$ cat config.mk
export PLATFORM = sky130hd
export DESIGN_NAME = tlp_encap_arb
export DESIGN_NICKNAME = d
export VERILOG_FILES = /design/src/rtl/tlp_encap_arb_pkg.sv /design/src/rtl/tlp_encap_arb_rr_pick.sv /design/src/rtl/tlp_encap_arb.sv
export SDC_FILE = /design/constraint.sdc
export NUM_CORES = 1
export LEC_CHECK = 0
export ABC_AREA = 1
export CORE_MARGIN = 1.5
export CORE_UTILIZATION = 35
export DETAILED_ROUTE_END_ITERATION = 7
export PLACE_DENSITY = 0.78
export SLEW_MARGIN = 20
export SYNTH_ARGS = -nofsm -noshare
export SYNTH_HDL_FRONTEND = slang
export SYNTH_HIERARCHICAL = 1
export SYNTH_SLANG_ARGS = --single-unit
$ cat constraint.sdc
create_clock -name clk156 -period 2.9 [get_ports clk156]
set_clock_uncertainty 0.1 [all_clocks]
set_input_delay 0.725 -clock clk156 [delete_from_list [all_inputs] [get_ports clk156]]
set_output_delay 0.725 -clock clk156 [all_outputs]
set_load 0.005 [all_outputs]
$ cat src/rtl/tlp_encap_arb_pkg.sv
// Shared definitions for the captured-TLP FIFO word and the encapsulator
// arbiter. The 74-bit FIFO word carries one AXI-stream beat:
//   [73:66] tkeep, [65:2] tdata, [1] tlast, [0] tuser.
package tlp_encap_arb_pkg;

  localparam int TCAP_FIFO_W = 74;
  localparam int TUSER_BIT   = 0;
  localparam int TLAST_BIT   = 1;
  localparam int TDATA_LSB   = 2;
  localparam int TDATA_W     = 64;
  localparam int TKEEP_LSB   = 66;
  localparam int TKEEP_W     = 8;

  // Packed so the field order maps directly onto the FIFO word bits.
  typedef struct packed {
    logic [TKEEP_W-1:0] tkeep;
    logic [TDATA_W-1:0] tdata;
    logic               tlast;
    logic               tuser;
  } tcap_word_t;

  typedef enum logic [0:0] {
    ARB_IDLE = 1'b0,
    ARB_LOCK = 1'b1
  } arb_state_t;

  // True when the word closes a packet.
  function automatic logic word_is_last(input logic [TCAP_FIFO_W-1:0] w);
    return w[TLAST_BIT];
  endfunction

endpackage

$ cat src/rtl/tlp_encap_arb_rr_pick.sv
// Combinational round-robin picker.
// Scans req starting one past `last` (wrapping modulo N_SRC) and reports the
// first requester found.
// Ports:
//   req     in  N_SRC  request vector
//   last    in  SEL_W  index granted most recently (lowest priority now)
//   gnt_idx out SEL_W  chosen index (0 when nothing requests)
//   gnt_any out 1      some request is present
module rr_pick #(
  parameter int N_SRC = 2,
  parameter int SEL_W = (N_SRC > 1) ? $clog2(N_SRC) : 1
) (
  input  logic [N_SRC-1:0] req,
  input  logic [SEL_W-1:0] last,
  output logic [SEL_W-1:0] gnt_idx,
  output logic             gnt_any
);

  // Priority scan: offset 1 is highest priority, offset N_SRC (last itself) lowest.
  always_comb begin
    logic hit;
    gnt_idx = {SEL_W{1'b0}};
    gnt_any = 1'b0;
    hit     = 1'b0;
    for (int k = 1; k <= N_SRC; k++) begin
      hit = 1'b0;
      // Inner loop keeps every req select a constant index.
      for (int j = 0; j < N_SRC; j++) begin
        hit = (((int'(last) + k) % N_SRC) == j) ? req[j] : hit;
      end
      gnt_idx = (!gnt_any && hit) ? SEL_W'((int'(last) + k) % N_SRC) : gnt_idx;
      gnt_any = gnt_any | hit;
    end
  end

endmodule

$ cat src/rtl/tlp_encap_arb.sv
// Per-packet round-robin arbiter sharing one encapsulator between N_SRC
// captured-TLP FWFT FIFOs. A source is locked from its first word until its
// tlast word has been consumed, then arbitration runs again.
// Ports:
//   clk156, sys_rst      clock, async active-high reset
//   src_rd_en/src_dout/src_empty   per-source FWFT FIFO interfaces
//   rd_en/dout/empty      FWFT read interface toward the encapsulator
//   grant_sel/grant_valid locked source index and its qualifier
//   pkt_cnt               per-source forwarded packet counters (wrapping)
//   underrun              sticky per-source read-while-empty flags
module tlp_encap_arb
  import tlp_encap_arb_pkg::*;
#(
  parameter int N_SRC = 2,
  parameter int SEL_W = (N_SRC > 1) ? $clog2(N_SRC) : 1,
  parameter int CNT_W = 32
) (
  input  logic                         clk156,
  input  logic                         sys_rst,
  output logic [N_SRC-1:0]             src_rd_en,
  input  logic [N_SRC*TCAP_FIFO_W-1:0] src_dout,
  input  logic [N_SRC-1:0]             src_empty,
  input  logic                         rd_en,
  output logic [TCAP_FIFO_W-1:0]       dout,
  output logic                         empty,
  output logic [SEL_W-1:0]             grant_sel,
  output logic                         grant_valid,
  output logic [N_SRC*CNT_W-1:0]       pkt_cnt,
  output logic [N_SRC-1:0]             underrun
);

  arb_state_t       state_q;
  logic [SEL_W-1:0] grant_sel_q;
  logic             grant_valid_q;
  logic [SEL_W-1:0] last_grant_q;
  logic [CNT_W-1:0] pkt_cnt_q [N_SRC];
  logic [N_SRC-1:0] underrun_q;

  tcap_word_t       sel_word_s;
  logic             sel_empty_s;
  logic [N_SRC-1:0] sel_onehot_s;
  logic             lock_s;
  logic             consume_s;
  logic             underrun_hit_s;
  logic [SEL_W-1:0] pick_idx_s;
  logic             pick_any_s;

  rr_pick #(
    .N_SRC (N_SRC),
    .SEL_W (SEL_W)
  ) u_pick (
    .req     (~src_empty),
    .last    (last_grant_q),
    .gnt_idx (pick_idx_s),
    .gnt_any (pick_any_s)
  );

  // Route the granted source's word and empty flag (constant-index mux).
  always_comb begin
    sel_word_s   = '0;
    sel_empty_s  = 1'b1;
    sel_onehot_s = {N_SRC{1'b0}};
    for (int s = 0; s < N_SRC; s++) begin
      if (grant_sel_q == SEL_W'(s)) begin
        sel_word_s      = src_dout[TCAP_FIFO_W*s +: TCAP_FIFO_W];
        sel_empty_s     = src_empty[s];
        sel_onehot_s[s] = 1'b1;
      end else begin
        sel_onehot_s[s] = 1'b0;
      end
    end
  end

  // Encapsulator-facing view. empty/dout depend only on state and the FIFO,
  // never on rd_en; src_rd_en is gated so an empty FIFO is never popped.
  always_comb begin
    lock_s         = (state_q == ARB_LOCK);
    consume_s      = lock_s & rd_en & ~sel_empty_s;
    underrun_hit_s = lock_s & rd_en & sel_empty_s;
    dout           = lock_s ? sel_word_s : {TCAP_FIFO_W{1'b0}};
    empty          = lock_s ? sel_empty_s : 1'b1;
    src_rd_en      = consume_s ? sel_onehot_s : {N_SRC{1'b0}};
  end

  // Arbitration FSM, grant registers, packet counters and underrun flags.
  always_ff @(posedge clk156 or posedge sys_rst) begin
    if (sys_rst) begin
      state_q       <= ARB_IDLE;
      grant_sel_q   <= {SEL_W{1'b0}};
      grant_valid_q <= 1'b0;
      // Pointing at the highest index makes source 0 the first winner.
      last_grant_q  <= SEL_W'(N_SRC - 1);
      for (int s = 0; s < N_SRC; s++) begin
        pkt_cnt_q[s] <= {CNT_W{1'b0}};
      end
      underrun_q    <= {N_SRC{1'b0}};
    end else begin
      case (state_q)
        ARB_IDLE: begin
          if (pick_any_s) begin
            grant_sel_q   <= pick_idx_s;
            grant_valid_q <= 1'b1;
            state_q       <= ARB_LOCK;
          end
        end
        ARB_LOCK: begin
          if (underrun_hit_s) begin
            underrun_q <= underrun_q | sel_onehot_s;
          end
          if (consume_s && word_is_last(sel_word_s)) begin
            for (int s = 0; s < N_SRC; s++) begin
              if (sel_onehot_s[s]) begin
                pkt_cnt_q[s] <= pkt_cnt_q[s] + 1'b1;
              end
            end
            last_grant_q  <= grant_sel_q;
            grant_valid_q <= 1'b0;
            state_q       <= ARB_IDLE;
          end
        end
        default: begin
          state_q       <= ARB_IDLE;
          grant_valid_q <= 1'b0;
        end
      endcase
    end
  end

  assign grant_sel   = grant_sel_q;
  assign grant_valid = grant_valid_q;
  assign underrun    = underrun_q;

  for (genvar g = 0; g < N_SRC; g++) begin : g_cnt
    assign pkt_cnt[CNT_W*g +: CNT_W] = pkt_cnt_q[g];
  end

endmodule

Word level (Yosys, flattened, before mapping) --
Cells that the tools add are included.
Cells by class: add/sub/neg operators 4, multipliers 0, divide/modulo/power cells 0, $lt $le $gt $ge 0, equal/unequal tests 4, shifts and indexed selects 0, mux-type cells 19, bitwise logic cells 11, reductions and logical operators 11
Operators with widths (number):
- $mux 74 | 2
- $add 32x1->32 const B | 2
- $logic_not 32->1 | 2
- $mux 1 | 14
- $reduce_and 2->1 | 4
- $reduce_and 3->1 | 2
- $eq 2x2->1 const B | 2
- $pmux 1 s2 | 2
- $and 1x1->1 | 3
- $not 1->1 | 3
- $add 1x1->1 const B | 2
- $and 1x1->1 const A | 2
- $logic_and 1x1->1 | 2
- $mux 2 | 1
- $ne 2x1->1 const B | 1
- $ne 2x2->1 const B | 1
- $not 2->2 | 1
- $or 2x2->2 | 1
- $logic_not 1->1 | 1
- $or 1x1->1 | 1
Word-level totals: register bits 70, latch bits 0, bits in writable memories 0, memory bits (read-only) 0, input bits 153, output and inout port bits 145, word-level logic and storage cells 56, memories 0

Depth between registers and ports, before layout --
depth after elaboration 8, gate-level depth with buffers 10, mapped depth without buffers 9

By module --
Netlist, hierarchy kept.
By module, submodules not included:
- tlp_encap_arb | instances 1, cells an instance 781, area an instance 4964.8 um^2, seq. area each 1752.9 um^2
- rr_pick | instances 1, cells an instance 3, area an instance 15.0 um^2, seq. area each 0.0 um^2

Least setup slack after synthesis --
No wires, ideal clock.
path type register to output, from register grant_sel_q (netlist: grant_sel), to output port dout[25], data arrival time 1.187 ns, required time 2.075 ns, slack 0.888 ns, cell stages (with the launch flop) 6, path buffers 2, path through dfrtp_1 -> inv_2 -> buf_2 -> buf_1 -> nor2_1 -> nor2_1
On the way: word-level cells in the longest chain between the ends 2
RTL lines:
- from (decl) | RTL line tlp_encap_arb.sv:33 | logic [SEL_W-1:0] grant_sel_q;
- from (signal assigned) | RTL line tlp_encap_arb.sv:89 | grant_sel_q <= {SEL_W{1'b0}};
- from (signal assigned) | RTL line tlp_encap_arb.sv:101 | grant_sel_q <= pick_idx_s;
- $mux 74 | RTL line tlp_encap_arb.sv:64 | if (grant_sel_q == SEL_W'(s)) begin
- $mux 74 | RTL line tlp_encap_arb.sv:80 | dout = lock_s ? sel_word_s : {TCAP_FIFO_W{1'b0}};
- to (decl) | RTL line tlp_encap_arb.sv:24 | output logic [TCAP_FIFO_W-1:0] dout,
Every way passes these cells.

Worst setup path in the final report --
from input port src_empty[1], to output port src_rd_en[1]
On the way: word-level cells in the longest chain between the ends 4
RTL lines:
- from (decl) | RTL line tlp_encap_arb.sv:22 | input logic [N_SRC-1:0] src_empty,
- $mux 1 | RTL line tlp_encap_arb.sv:64
- $not 1->1 | RTL line tlp_encap_arb.sv:78 | consume_s = lock_s & rd_en & ~sel_empty_s;
- $and 1x1->1 | RTL line tlp_encap_arb.sv:78
- $mux 2 | RTL line tlp_encap_arb.sv:82 | src_rd_en = consume_s ? sel_onehot_s : {N_SRC{1'b0}};
- to (decl) | RTL line tlp_encap_arb.sv:20 | output logic [N_SRC-1:0] src_rd_en,
Every way passes these cells.

==> PnR_summary.wiki <==
{| class="wikitable"
! Metric !! Value
|-
| Number of vias in the routed layout || 6411
|-
| Detailed router's first-iteration violation count || 512
|-
| Number of max-slew violations in the final report || 0
|-
| CTS buffer count || 9
|-
| Endpoints failing hold || 0
|-
| Setup crit start kind || primary input
|-
| Fraction of final layout cells with drive strength greater than 1 || 6.47%
|-
| Detail Route Antenna Nets || 0
|-
| Area of all sequential standard cells || 1760 sq um
|-
| Buffers from clock root to sink, at most || 2
|-
| Critical path class || in2out
|-
| Clock transition at the registers of the reported paths || 0.06 ns
|-
| Number of global-route vias before repair || 5911
|-
| Area growth from synthesis to final layout || 74.8%
|-
| Syn. warnings || 6
|-
| Die W || 122 um
|-
| Worst setup slack after placement || -0.0538 ns
|-
| Gate Count Post-Synth || 784
|-
| Root cell of the clock tree || clkbuf_16
|-
| Initial DRT Pass Iterations || 5
|-
| Synth Area in Compound Gates || 8.84%
|-
| NumNets Final || 1247
|-
| Count of filler cells inserted in the layout || 1264
|-
| Hold WC Path Type || reg2reg
|-
| Maximum Capacitance Violations || 0
|-
| Simple-gate share of the synthesized area || 41.7%
|-
| Ports || 298
|-
| Total detailed-routing wirelength || 22.5 mm
|-
| Unrepaired setup endpoints after global routing || no
|-
| Area inside the core boundary || 13900 sq um
|-
| Sequential element share of the synthesized area || 35.2%
|-
| Outcome || complete, no violations
|-
| Post-route insts no fill || 1282
|-
| DRC Markers || 0
|-
| Power after layout || 5.59 mW
|-
| Placed cell count || 1261
|-
| Count of H-tree levels built during CTS || 3
|-
| Port buffer count || 297
|-
| Detailed-route vias per instance || 5.00
|-
| Worst supply voltage drop on vdd || 0.384 mV
|-
| Largest net degree at the start of global routing || 75
|-
| Gr ovfl total || 0
|-
| Cell seen most often among critical-path stages || clkdlybuf4s50_1
|-
| Chip height || 122 um
|-
| Number of antenna violations at the first check in global routing || 5
|-
| Net switching share of the total power || 35.4%
|-
| Detailed placer's ending HPWL || 17.9 mm
|-
| Portion of total power attributed to combinational logic || 56.5%
|-
| Synthesized-area fraction occupied by xor and xnor cells || 5.45%
|-
| Largest stage delay, worst path || 0.51 ns
|-
| Critical path data required time || 2.08 ns
|-
| CTS Sinks || 70
|-
| Global Route Usage Sum || 29.8%
|-
| Cts hold-fix bufs || 0
|-
| Adder and majority cell fraction of the synthesized area || 0.503%
|-
| Flop pwr share || 20.3%
|-
| Clock insertion delay at the later pin of the skew report || 0.34 ns
|-
| Clock period minus final worst setup slack || 2.87 ns
|-
| Maximum fanout count along the critical path || 3
|-
| Synthesized net count || 939
|-
| Power density of the placed cells || 642 nW/um^2
|-
| Distinct cell type count after synthesis || 28
|-
| Final number of setup-violating endpoints || 0
|-
| Yosys reg bits || 70
|-
| Peak clock frequency supported by timing || 348 MHz
|-
| Crit path max-delay cell type || clkdlybuf4s50_1
|-
| Floorplan die area || 15000 sq um
|-
| Max transition margin || 68.6%
|-
| Worst setup margin || 0.0302 ns
|-
| Detailed-route wire length per cell || 17.6 um
|-
| TritonCTS clock tree || done
|-
| Wire length of the first global-routing pass || 33.1 mm
|-
| Number of cell rows || 43
|-
| Total met3 wirelength after detailed routing || 1.78 mm
|-
| Signal arrival time at the worst endpoint || 2.04 ns
|-
| Internal cell power || 3.61 mW
|-
| CP endpoint kind || output port
|-
| Cell area after technology mapping || 4980 sq um
|-
| Transition time at the pin with the least slew margin || 0.470 ns
|-
| Total length of routed met2 wires || 10.9 mm
|-
| Post-synthesis area per instance || 6.35 sq um
|-
| Post-synthesis mux area share || 0%
|-
| Multi-input logic area || 2840 sq um
|-
| Clock network fraction of total power || 23.2%
|-
| Total leakage power || 3.90 nW
|-
| Main combinational cell family by area after synthesis || simple AND/OR/NAND/NOR gates
|-
| Net load switching power || 1.98 mW
|-
| Detailed-routing wirelength on met1 || 8.44 mm
|-
| Crit share post-route || 99.0%
|-
| Critical path cell sequence || clkdlybuf4s50_1 > inv_1 > nand2_1 > nor2_4 > clkdlybuf4s50_1
|-
| Highest metal layer with signal wires || met4
|-
| Initial standard-cell utilization of the core || 35.9%
|-
| Last weighted congestion value of the routability-driven placer || 0.916
|}
-- registers in the layout, indices dropped and copies added, names as in the netlist --
name / flops
pkt_cnt: 64
grant_valid: 1
grant_sel: 1
underrun: 2
lock_s: 1
last_grant_q: 1
-- worst paths after layout --
kind / from / endpoint / slack [ns] / cells past startpoint
min reg2reg: last_grant_q$_DFFE_PP1P_ / last_grant_q$_DFFE_PP1P_ / 0.40 / 2
max reg2reg: lock_s$_DFF_PP0_ / pkt_cnt[23]$_DFFE_PP0P_ / 0.90 / 10
max: src_empty[1] / src_rd_en[1] / 0.03 / 5
max in group asynchronous: sys_rst / pkt_cnt[1]$_DFFE_PP0P_ / 1.33 / 3
min in group asynchronous: sys_rst / pkt_cnt[63]$_DFFE_PP0P_ / 0.62 / 2
min: last_grant_q$_DFFE_PP1P_ / last_grant_q$_DFFE_PP1P_ / 0.40 / 2
-- layout by cell type, fill, tap and decap left out, drive strengths merged --
cell type      Yosys  layout
xor2              15      15
clkdlybuf4s50      0     287
clkinv             1       2
dlymetal6s2s       0       5
inv               81      81
nand3b             6       6
dfrtp             69      69
xnor2             16      16
clkinvlp           0       1
or2                1       1
nor3               6       6
o21ai             82      82
dlygate4sd2        0       5
dfstp              1       1
nand4             22      22
nor2             226     226
ha                 2       2
bufinv             0       3
o21bai             2       2
nand2            177     177
nand3             48      48
a21oi              3       3
diode              0       5
and2               1       1
buf                9      25
clkbuf            16      11
-- worst max-delay path: cells and delay by family --
kind                   cells  cell delay, ns
buffers and inverters      3            1.03
and+or+nand+nor            2            0.28
-- through the flow --
stage	setup TNS, ns	hold slack, ns	utilization (%)	instance area (sq um)
2_1_floorplan	0	0.354	-	4980
6_report	0	0.399	62.7	8700
3_5_place_dp	-0.205	0.384	59.9	8310
5_1_grt	0	0.403	62.7	8700
4_1_cts	0	0.394	62.5	8670
3_3_place_gp	-0.224	0.361	59.9	8310
-- power by group through the flow --
stage / combinational [mW] / clock, mW / sequential [mW]
finish: 3.16 / 1.29 / 1.14
global placement: 3.17 / 0 / 1.15
detailed placement: 3.17 / 0 / 1.15
global route: 3.45 / 1.35 / 1.15
CTS: 3.18 / 1.31 / 1.14
floorplan: 1.15 / 0 / 1.14
-- per-layer routing --
layer	vias to the layer above	GRT usage (%)
li1	3095	-
met1	2926	33.8
met2	313	50.8
met3	77	6.92
met4	0	18.0
met5	-	0
-- cell type report --
class / count / area share, %
clock inverter: 5 / 1.22
timing repair buffer: 322 / 37.0
tap: 180 / 2.59
clock buffer: 11 / 2.79
multi-input combinational: 607 / 32.6
sequential: 70 / 20.2
antenna: 5 / 0.144
inverter: 82 / 3.56
-- logic make-up (layout without fill, tap and decap cells) --
kind of cell,Yosys count,after routing
buf+inv,107,420
flops,70,70
fa+ha+maj,2,2
compound gates,87,87
xor+xnor,31,31
simple gates,487,487
other cells,0,5
-- synthesized netlist by cell type --
library cell,instances,share of area [%]
inv_2,2,0.15
buf_1,6,0.45
inv_1,79,6.0
nor3_1,6,0.60
xnor2_1,16,2.8
clkbuf_1,16,1.2
o21ai_0,82,8.2
a21oi_1,3,0.30
or2_1,1,0.13
dfstp_2,1,0.53
xor2_1,15,2.6
buf_2,2,0.20
dfrtp_1,69,35
nand2_1,171,13
nand2_2,6,0.75
nand4_1,22,2.8
ha_1,2,0.50
nand3_2,1,0.20
and2_1,1,0.13
nor2_8,2,0.80
o21bai_1,2,0.30
nand3_1,47,4.7
nor2_4,5,1.1
nor2_1,215,16
clkinv_1,1,0.075
nor2_2,4,0.50
buf_6,1,0.23
nand3b_1,6,0.90
-- what timing repair did --
item,4_1_cts,5_1_grt
gates resized for setup,10,9
buffers inserted,0,0
endpoints found under the hold margin,0,0
pin swaps,3,1
setup endpoints to repair,7,8
(Power assumes the default switching activity.)
